==> src/rtl/link_tx_pkg.sv <==
// ---------------------------------------------------------------------------
// link_tx_pkg
// Shared types and constants for the go-back-N link transmit controller.
//   SEQ_WIDTH_DEF : default sequence number width
//   CNT_WIDTH     : width of the per-commit frame counters (one bit wider than
//                   a sequence number so a full window can be counted)
//   seq_t         : sequence number type at the default width
//   state_e       : controller state (RUN, REWIND)
// ---------------------------------------------------------------------------
package link_tx_pkg;

    localparam int SEQ_WIDTH_DEF = 4;
    localparam int CNT_WIDTH     = SEQ_WIDTH_DEF + 1;

    typedef logic [SEQ_WIDTH_DEF-1:0] seq_t;

    typedef enum logic [0:0] {
        RUN    = 1'b0,
        REWIND = 1'b1
    } state_e;

endpackage

==> src/rtl/link_tx_timer.sv <==
// ---------------------------------------------------------------------------
// link_tx_timer
// Ack-progress watchdog for link_tx_ctrl. Counts the cycles in which it is
// told to run and raises expire on the (TIMEOUT-1)th such cycle since the
// last clear. The counter holds while run is low.
// Only instantiated when LINK_TX_TIMEOUT_EN is defined.
// Ports:
//   clk    in  clock
//   rst_n  in  asynchronous active-low reset
//   run    in  count this cycle
//   clear  in  restart the count (ack progress, NAK, commit)
//   expire out combinational timeout strobe
// ---------------------------------------------------------------------------
module link_tx_timer
    import link_tx_pkg::*;
#(
    parameter int TIMEOUT = 64
) (
    input  logic clk,
    input  logic rst_n,
    input  logic run,
    input  logic clear,
    output logic expire
);

    // The counter only ever has to hold 0 .. TIMEOUT-2.
    localparam int            TW   = (TIMEOUT > 2) ? $clog2(TIMEOUT - 1) : 1;
    localparam logic [TW-1:0] LAST = TW'(TIMEOUT - 2);

    logic [TW-1:0] cnt_q, cnt_d;

    // cnt_q counts the running cycles already completed, so the current cycle
    // is the (TIMEOUT-1)th one when cnt_q has reached TIMEOUT-2.
    assign expire = run && (cnt_q == LAST);

    always_comb begin
        cnt_d = cnt_q;
        if (clear || expire) begin
            cnt_d = '0;
        end else if (run) begin
            cnt_d = cnt_q + TW'(1);
        end
    end

    always_ff @(posedge clk or negedge rst_n) begin
        if (!rst_n) begin
            cnt_q <= '0;
        end else begin
            cnt_q <= cnt_d;
        end
    end

endmodule

==> src/rtl/link_tx_ctrl.sv <==
// ---------------------------------------------------------------------------
// link_tx_ctrl
// Go-back-N link transmit controller placed directly after the replay FIFO.
// Pops frames, tags them with sequence numbers and presents them on a
// valid/ready link port. Cumulative receiver acks are tracked; once every
// frame read since the last commit is acknowledged the FIFO is committed with
// fifo_ack_o. A receiver NAK (or, optionally, a timeout) rewinds the FIFO with
// fifo_nak_o and transmission restarts from the last commit point.
//
// Optional feature: define LINK_TX_TIMEOUT_EN to enable a self-initiated
// replay after TIMEOUT-1 cycles without ack progress.
//
// Ports:
//   clk, rst_n       clock, asynchronous active-low reset
//   fifo_empty_i     FIFO empty flag
//   fifo_rdata_i     FIFO head data
//   fifo_rden_o      pop FIFO head (combinational)
//   fifo_ack_o       commit pulse to FIFO (combinational)
//   fifo_nak_o       rewind pulse to FIFO (combinational)
//   tx_valid_o       link frame valid (registered)
//   tx_ready_i       link accepts frame
//   tx_data_o        frame payload (registered)
//   tx_seq_o         frame sequence number (registered)
//   rx_ack_valid_i   cumulative ack strobe
//   rx_ack_seq_i     newest in-order sequence number accepted by receiver
//   rx_nak_valid_i   replay request strobe
//   outstanding_o    frames read since the last commit
// ---------------------------------------------------------------------------
module link_tx_ctrl
    import link_tx_pkg::*;
#(
    parameter int DATA_WIDTH = 32,
    parameter int SEQ_WIDTH  = SEQ_WIDTH_DEF,
    parameter int WINDOW     = 8,
    parameter int TIMEOUT    = 64
) (
    input  logic                  clk,
    input  logic                  rst_n,
    input  logic                  fifo_empty_i,
    input  logic [DATA_WIDTH-1:0] fifo_rdata_i,
    output logic                  fifo_rden_o,
    output logic                  fifo_ack_o,
    output logic                  fifo_nak_o,
    output logic                  tx_valid_o,
    input  logic                  tx_ready_i,
    output logic [DATA_WIDTH-1:0] tx_data_o,
    output logic [SEQ_WIDTH-1:0]  tx_seq_o,
    input  logic                  rx_ack_valid_i,
    input  logic [SEQ_WIDTH-1:0]  rx_ack_seq_i,
    input  logic                  rx_nak_valid_i,
    output logic [SEQ_WIDTH:0]    outstanding_o
);

    localparam int            CW       = SEQ_WIDTH + 1;
    localparam logic [CW-1:0] WINDOW_C = CW'(WINDOW);

    state_e                state_q, state_d;
    logic [SEQ_WIDTH-1:0]  base_seq_q, base_seq_d;
    logic [CW-1:0]         rd_cnt_q, rd_cnt_d;
    logic [CW-1:0]         sent_cnt_q, sent_cnt_d;
    logic [CW-1:0]         ack_cnt_q, ack_cnt_d;
    logic                  tx_valid_q, tx_valid_d;
    logic [DATA_WIDTH-1:0] tx_data_q, tx_data_d;
    logic [SEQ_WIDTH-1:0]  tx_seq_q, tx_seq_d;

    logic                  timeout_nak;
    logic                  nak;
    logic                  handshake;
    logic                  ack_ok;
    logic                  commit;
    logic                  read;
    logic [SEQ_WIDTH-1:0]  ack_dist;
    logic [CW-1:0]         ack_dist_w;
    logic [CW-1:0]         ack_cnt_upd;

`ifdef LINK_TX_TIMEOUT_EN
    logic timer_run;
    logic timer_clear;

    // Only wait for acks while some accepted frame is still unacknowledged.
    assign timer_run   = (state_q == RUN) && (sent_cnt_q > ack_cnt_q);
    assign timer_clear = ack_ok | rx_nak_valid_i | commit;

    link_tx_timer #(
        .TIMEOUT (TIMEOUT)
    ) u_timer (
        .clk    (clk),
        .rst_n  (rst_n),
        .run    (timer_run),
        .clear  (timer_clear),
        .expire (timeout_nak)
    );
`else
    logic unused_timeout_cfg;

    assign timeout_nak        = 1'b0;
    assign unused_timeout_cfg = ^TIMEOUT;
`endif

    // Event decode with priority NAK > commit > read. The ack distance is the
    // number of frames covered by the cumulative ack, counted from base_seq.
    // Commit looks at the post-ack count so an ack can commit in its own cycle.
    always_comb begin
        handshake   = tx_valid_q & tx_ready_i;
        nak         = rx_nak_valid_i | timeout_nak;
        ack_dist    = rx_ack_seq_i - base_seq_q + SEQ_WIDTH'(1);
        ack_dist_w  = {1'b0, ack_dist};
        ack_ok      = (state_q == RUN) && !nak && rx_ack_valid_i &&
                      (ack_dist_w > ack_cnt_q) && (ack_dist_w <= sent_cnt_q);
        ack_cnt_upd = ack_ok ? ack_dist_w : ack_cnt_q;
        commit      = (state_q == RUN) && !nak &&
                      (ack_cnt_upd == rd_cnt_q) && (rd_cnt_q != '0);
        read        = (state_q == RUN) && !nak && !commit && !fifo_empty_i &&
                      (rd_cnt_q < WINDOW_C) && (!tx_valid_q || tx_ready_i);
    end

    // Next-state computation. A frame handshaking in a NAK cycle was sent on
    // the wire, but its count is discarded along with everything since the
    // last commit because the replay will send it again.
    always_comb begin
        state_d    = nak ? REWIND : RUN;
        base_seq_d = base_seq_q;
        rd_cnt_d   = rd_cnt_q;
        sent_cnt_d = sent_cnt_q + CW'(handshake);
        ack_cnt_d  = ack_cnt_upd;
        tx_valid_d = tx_valid_q & ~tx_ready_i;
        tx_data_d  = tx_data_q;
        tx_seq_d   = tx_seq_q;

        if (nak) begin
            rd_cnt_d   = '0;
            sent_cnt_d = '0;
            ack_cnt_d  = '0;
            tx_valid_d = 1'b0;
        end else if (commit) begin
            base_seq_d = base_seq_q + rd_cnt_q[SEQ_WIDTH-1:0];
            rd_cnt_d   = '0;
            sent_cnt_d = '0;
            ack_cnt_d  = '0;
        end else if (read) begin
            rd_cnt_d   = rd_cnt_q + CW'(1);
            tx_valid_d = 1'b1;
            tx_data_d  = fifo_rdata_i;
            tx_seq_d   = base_seq_q + rd_cnt_q[SEQ_WIDTH-1:0];
        end
    end

    always_ff @(posedge clk or negedge rst_n) begin
        if (!rst_n) begin
            state_q    <= RUN;
            base_seq_q <= '0;
            rd_cnt_q   <= '0;
            sent_cnt_q <= '0;
            ack_cnt_q  <= '0;
            tx_valid_q <= 1'b0;
            tx_data_q  <= '0;
            tx_seq_q   <= '0;
        end else begin
            state_q    <= state_d;
            base_seq_q <= base_seq_d;
            rd_cnt_q   <= rd_cnt_d;
            sent_cnt_q <= sent_cnt_d;
            ack_cnt_q  <= ack_cnt_d;
            tx_valid_q <= tx_valid_d;
            tx_data_q  <= tx_data_d;
            tx_seq_q   <= tx_seq_d;
        end
    end

    assign fifo_rden_o   = read;
    assign fifo_ack_o    = commit;
    assign fifo_nak_o    = nak;
    assign tx_valid_o    = tx_valid_q;
    assign tx_data_o     = tx_data_q;
    assign tx_seq_o      = tx_seq_q;
    assign outstanding_o = rd_cnt_q;

endmodule

==> config.mk <==
export PLATFORM = sky130hd
export DESIGN_NAME = link_tx_ctrl
export DESIGN_NICKNAME = d
export VERILOG_FILES = /design/src/rtl/link_tx_pkg.sv /design/src/rtl/link_tx_timer.sv /design/src/rtl/link_tx_ctrl.sv
export SDC_FILE = /design/constraint.sdc
export NUM_CORES = 1
export LEC_CHECK = 0
export BUFFER_PORTS_ARGS = -buffer_cell sky130_fd_sc_hd__buf_2
export CORE_AREA = 2 2 84 86
export CTS_BUF_LIST = sky130_fd_sc_hd__clkbuf_16
export DETAILED_ROUTE_END_ITERATION = 10
export DIE_AREA = 0 0 86 88
export PLACE_DENSITY = 0.72
export REMOVE_ABC_BUFFERS = 1
export SLEW_MARGIN = 20
export SYNTH_ARGS = -nofsm -noshare
export SYNTH_HDL_FRONTEND = slang
export SYNTH_HIERARCHICAL = 1
export SYNTH_SLANG_ARGS = --single-unit
==> constraint.sdc <==
create_clock -name clk -period 5.2 [get_ports clk]
set_input_delay 0.26 -clock clk [delete_from_list [all_inputs] [get_ports clk]]
set_output_delay 0.26 -clock clk [all_outputs]
set_load 0.005 [all_outputs]
==> results_dict.tcl, run 1 <==
set metrics [dict create \
    status "finished clean" \
    antenna_left 0 \
    nets 396 \
    synthDistinctLibCells 41 \
    synthCells 242 \
    cap_violations 0 \
    peakVddDrop_mv 0.221 \
    place_inst 402 \
    syn_avg_cell_area_um2 12.3 \
    r2r_start "base_seq_q[1]" \
    cts_hold_buf 0 \
    wire_per_inst_um 14.1 \
    drv_slew 0 \
    dp_hpwl_mm 4.39 \
    startpoint "base_seq_q[1]" \
    finalCriticalPeriod_ps 4840 \
    grt.met2_usage 0.251 \
    rows 30 \
    clockBufferDepth 2 \
    drt_iter0_markers 78 \
    antenna_found_initial 0 \
    worstSetupEndpointType "output pin" \
    crit_type "reg2out" \
    instances_no_fill 417 \
    area_growth_pct 24.9 \
    portBuffers 86 \
    rsz0062_at_grt "false" \
    fin_crit_sh 0.930 \
    hold_class "in2async" \
    synth_top_area_cell "dfrtp_1" \
    die_area_um2 7570 \
    die_w_um 86 \
    post-cts-setup-buffers 0 \
    cts.sinks 57 \
    netlist_area_um2 2980 \
    synth-main-ff-cell "dfrtp_1" \
    ys_warn_count 6 \
    fin_area_um2 3720 \
    h-tree-depth 3 \
    start_util 0.449 \
    clk_latency_ps 310 \
    drt-total-wl_mm 5.87 \
    place_ws_ps 613 \
    via_count 2039 \
    leakage_nw 1.85 \
    fmax_mhz 207 \
    cts_buffers 9 \
    grt_first_pass_wirelength_mm 9.58 \
    cp.required_ps 4940 \
    synth-seq-cells 57 \
    synth_top_area_share 0.478 \
    post_cts_resized 0 \
    total_power_mw 1.74 \
    fin_setup_tns_ps 0 \
    ys_async_sr_fraction 1.00 \
    synthTopCellsByArea "dfrtp_1 48%, mux2_4 14%, ha_1 8.0%, xnor2_1 3.5%, inv_1 2.8%" \
    drtPass1Iterations 4 \
    grtUsageMet1 0.222 \
    yosys-top-cells-count "57 x dfrtp_1, 28 x mux2_4, 22 x inv_1, 22 x nor2_1, 19 x ha_1" \
    grt_pass1_vias 2101 \
    worstPathArrival_ps 4580 \
    gr-max-usage-layer "met2" \
    seq_area_frac_synth 0.478 \
    layout-drive-gt1-share 0.424 \
    power_density_nw_per_um2 466 \
    diodes 0 \
    drc 0 \
    core_area_um2 6640 \
    place_congestion 0.800 \
    yosysMostFrequentCell "dfrtp_1" \
    met3_usage 0.0518 \
    post_dp_cell_area_um2 3470 \
    post-route-util 0.561 \
    tightestPinTransition_ps 691 \
    viasPerCell 4.89 \
    synth_edf_count 0 \
    finalSetupViolCount 0 \
    fillers 569 \
    finClkSkew_ps 5.84 \
    finalHoldViolCount 0 \
    hold_ws_ps 58.2 \
    cts_tree "done" \
    path_max_fanout 37 \
    ios 87 \
    clk_pin_slew_ps 50 \
    die_y_um 88 \
    grt_max_degree 58 \
    worst_slack_ps 363 \
    startpoint_type "flip-flop" \
    clock-root-buffer "clkbuf_16" \
    grt.overflow.total 0 \
    slew_headroom 0.539 \
    grt_use_total 0.165 \
]
worst paths after layout:
check	depth (start not counted)	to	slack, ps
worst max register to register	16	tx_data_o[5]	620
max in group asynchronous	2	ack_cnt_q[3]	4660
worst max-delay path	16	fifo_rden_o	360
worst min-delay path	2	tx_data_o[5]	60
worst min register to register	1	tx_data_o[0]	500
min in group clk	1	state_q	160
critical path: stages (launching register included):
cell       delay (ps)
dfrtp_1           400
ha_1              280
inv_1              40
ha_1              210
fa_1              380
xnor2_1           170
xnor2_2           300
ha_1              330
a41oi_1           280
o21a_1            240
nor4_2             70
a2111oi_4         370
a211oi_2           80
buf_4             190
nor3_4            170
buf_4             520
buf_2             220
registers in the layout, indices dropped and copies added, names as in the netlist:
name / flops
tx_valid_o: 1
outstanding_o: 5
ack_cnt_q: 5
sent_cnt_q: 5
tx_seq_o: 4
state_q: 1
base_seq_q: 4
tx_data_o: 32
report_power, final:
| group | total [mW] | leakage, nW | switching [mW] | internal, mW |
|---|---|---|---|---|
| Combinational | 0.648 | 1.02 | 0.316 | 0.332 |
| Clock | 0.488 | 0.127 | 0.178 | 0.310 |
| Sequential | 0.600 | 0.705 | 0.0602 | 0.540 |
| Total | 1.74 | 1.85 | 0.554 | 1.18 |
routing by layer:
| metal | wire, um | vias to the layer above |
|---|---|---|
| li1 | - | 997 |
| met1 | 2820 | 947 |
| met2 | 2590 | 90 |
| met3 | 420 | 5 |
| met4 | 43 | 0 |
| met5 | 0 | - |
kinds of logic after synthesis:
| family | count (synthesis) | synth area share |
|---|---|---|
| compound gates | 29 | 0.0734 |
| fa+ha+maj | 21 | 0.0931 |
| simple gates | 51 | 0.0831 |
| flops | 57 | 0.478 |
| mux | 37 | 0.174 |
| buf+inv | 31 | 0.0487 |
| xor+xnor | 16 | 0.0495 |
placed cells by master (no fill, tap or decap), types with 4 or more instances in the layout:
master,n
ha_1,19
xnor2_1,12
clkbuf_16,9
nand3_1,4
dfrtp_1,57
buf_2,86
o21ai_0,5
mux2_4,28
nand2_1,11
nor3_1,4
mux2_2,7
a21oi_1,7
nor2_1,22
inv_1,22
layout make-up:
cell class | count | area (um^2) | share of cell area
clock buffer | 9 | 225 | 0.0605
clock inverter | 6 | 26.3 | 0.00705
inverter | 22 | 82.6 | 0.0222
multi-input combinational | 154 | 1410 | 0.379
sequential | 57 | 1430 | 0.383
tap | 80 | 100 | 0.0269
timing repair buffer | 89 | 453 | 0.122
Power figures use the tool's default switching activity.
==> inputs of run 2 (changes only) <==
ABC_AREA = 1   (was not set)
PLACE_DENSITY = 0.71   (was 0.72)
==> results_dict.tcl, run 2 <==
set metrics [dict create \
    yosys-top-cells-count "145 x nand2_1, 57 x dfrtp_1, 42 x inv_1" \
    slew_headroom 0.115 \
    finalSetupViolCount 0 \
    synthDistinctLibCells 25 \
    drc 0 \
    synth-main-ff-cell "dfrtp_1" \
    die_y_um 88 \
    path_max_fanout 36 \
    antenna_found_initial 0 \
    hold_class "in2async" \
    cap_violations 0 \
    cts_buffers 9 \
    synthTopCellsByArea "dfrtp_1 48%, nand2_1 18%, ha_1 8.1%, inv_1 5.4%, nand3_1 3.1%" \
    syn_avg_cell_area_um2 8.44 \
    worstPathArrival_ps 4420 \
    synth-seq-cells 57 \
    ys_async_sr_fraction 1.00 \
    cts_tree "done" \
    status "finished clean" \
    rsz0062_at_grt "false" \
    tightestPinTransition_ps 1320 \
    clockBufferDepth 2 \
    r2r-end "outstanding_o[3]" \
    start_util 0.443 \
    grt.overflow.total 0 \
    nets 503 \
    die_area_um2 7570 \
    dp_hpwl_mm 4.64 \
    area_growth_pct 25.4 \
    final_common_cell "nand2_1" \
    startpoint "base_seq_q[1]" \
    clk_pin_slew_ps 50 \
    synth_top_area_share 0.484 \
    h-tree-depth 3 \
    finalHoldViolCount 0 \
    ios 87 \
    crit_type "reg2out" \
    clk_latency_ps 320 \
    crit_end "fifo_rden_o" \
    post_dp_cell_area_um2 3410 \
    layout-drive-gt1-share 0.247 \
    via_count 2465 \
    diodes 0 \
    peakVddDrop_mv 0.229 \
    fin_setup_tns_ps 0 \
    synth_top_area_cell "dfrtp_1" \
    core_area_um2 6640 \
    synthCells 349 \
    cts_hold_buf 0 \
    grt_max_degree 58 \
    hold_ws_ps 80.2 \
    netlist_area_um2 2940 \
    synth_edf_count 0 \
    r2r_start "base_seq_q[1]" \
    fin_crit_sh 0.900 \
    cp.required_ps 4940 \
    place_inst 507 \
    fin_area_um2 3690 \
    seq_area_frac_synth 0.484 \
    portBuffers 86 \
    drtPass1Iterations 4 \
    place_congestion 0.835 \
    instances_no_fill 525 \
    drv_slew 0 \
    ys_warn_count 6 \
    clock-root-buffer "clkbuf_16" \
    layout_common_cells "145 x nand2_1, 86 x buf_2, 57 x dfrtp_1" \
    grt_first_pass_wirelength_mm 10.6 \
    rows 30 \
    reg2regPathDepth 23 \
    finalCriticalPeriod_ps 4680 \
    wire_per_inst_um 12.9 \
    viasPerCell 4.70 \
    worstSetupEndpointType "output pin" \
    antenna_left 0 \
    drt_iter0_markers 151 \
    startpoint_type "flip-flop" \
    power_density_nw_per_um2 378 \
    yosysMostFrequentCell "nand2_1" \
    largest_reg_flops 32 \
    leakage_nw 2.09 \
    drt-total-wl_mm 6.76 \
    grt_pass1_vias 2320 \
    r2r_slack_ps 980 \
    post-cts-setup-buffers 0 \
    grt_use_total 0.182 \
    finClkSkew_ps 5.45 \
    die_w_um 86 \
    cts.sinks 57 \
    fmax_mhz 214 \
]
run 2: changes by cell type after synthesis, sizes merged, moves of 5 or more:
| cell | delta |
|---|---|
| mux2 | -35 |
| nor3 | -5 |
| xnor2 | -9 |
| nor2 | -7 |
| inv | +23 |
| nand3 | +16 |
| nand2 | +136 |
run 2: timing repair:
| action | CTS | global route |
|---|---|---|
| setup endpoints to repair | 0 | 1 |
| gates resized for setup | 0 | 3 |
| hold endpoints to repair | 0 | 0 |
run 2: cell families after synthesis:
family                   synth area share
buffers and inverters              0.0841
flip-flops                          0.484
adder cells (fa/ha/maj)            0.0943
AO/OA/AOI/OAI                      0.0463
AND/OR/NAND/NOR                     0.258
XOR/XNOR                           0.0327
run 2: worst max-delay path, cell delays in order (launching register included):
cell      delay (ps)
dfrtp_1          410
ha_1             280
inv_1             40
ha_1             190
fa_1             380
xnor2_1          200
xor2_1           210
inv_1             90
ha_1             300
inv_1             50
nor2_1           140
nand3_1          100
nand3_1           80
nand2_1          150
nand2_2          160
nand2_1           80
nand3_1           80
nand2_1           60
nor2_1           190
nand3_4          250
nand3_4          300
clkinv_8         190
buf_2            170
run 2: through the flow:
step | power, mW | utilization | worst slack [ps]
2_1_floorplan | 0.766 | - | 1370
3_3_place_gp | 0.890 | 0.513 | 741
3_5_place_dp | 0.906 | 0.513 | 581
4_1_cts | 1.41 | 0.551 | 236
5_1_grt | 1.49 | 0.556 | 79.9
6_report | 1.40 | 0.556 | 520
run 2: final cells by class:
type / count / area, um^2
clock inverter: 7 / 30.0
clock buffer: 9 / 225
fill: 607 / 2950
multi-input combinational: 240 / 1290
tap: 80 / 100
timing repair buffer: 87 / 438
inverter: 45 / 181
sequential: 57 / 1430
run 2: worst min-delay path by stage:
stage                              start             to  slack (ps)  cells after the start
after CTS                          rst_n  tx_data_o[23]         110                      2
final                              rst_n  tx_data_o[23]          80                      2
after global placement             rst_n  tx_data_o[23]         440                      2
after floorplan                    rst_n   ack_cnt_q[0]         -40                      0
after global routing      rx_nak_valid_i        state_q         120                      1
after detailed placement           rst_n  tx_data_o[23]         450                      2
run 2: power breakdown:
part           internal, mW  switching [mW]
registers             0.509          0.0403
clock network         0.311           0.185
logic                 0.147           0.203
total                 0.968           0.429
run 2: layer usage:
layer | global-route usage | wire length (um) | vias to the layer above
li1 | - | - | 1268
met1 | 0.248 | 3130 | 1106
met2 | 0.268 | 3070 | 82
met5 | 0 | 0 | -
met4 | 0.0779 | 85 | 0
met3 | 0.0556 | 473 | 9
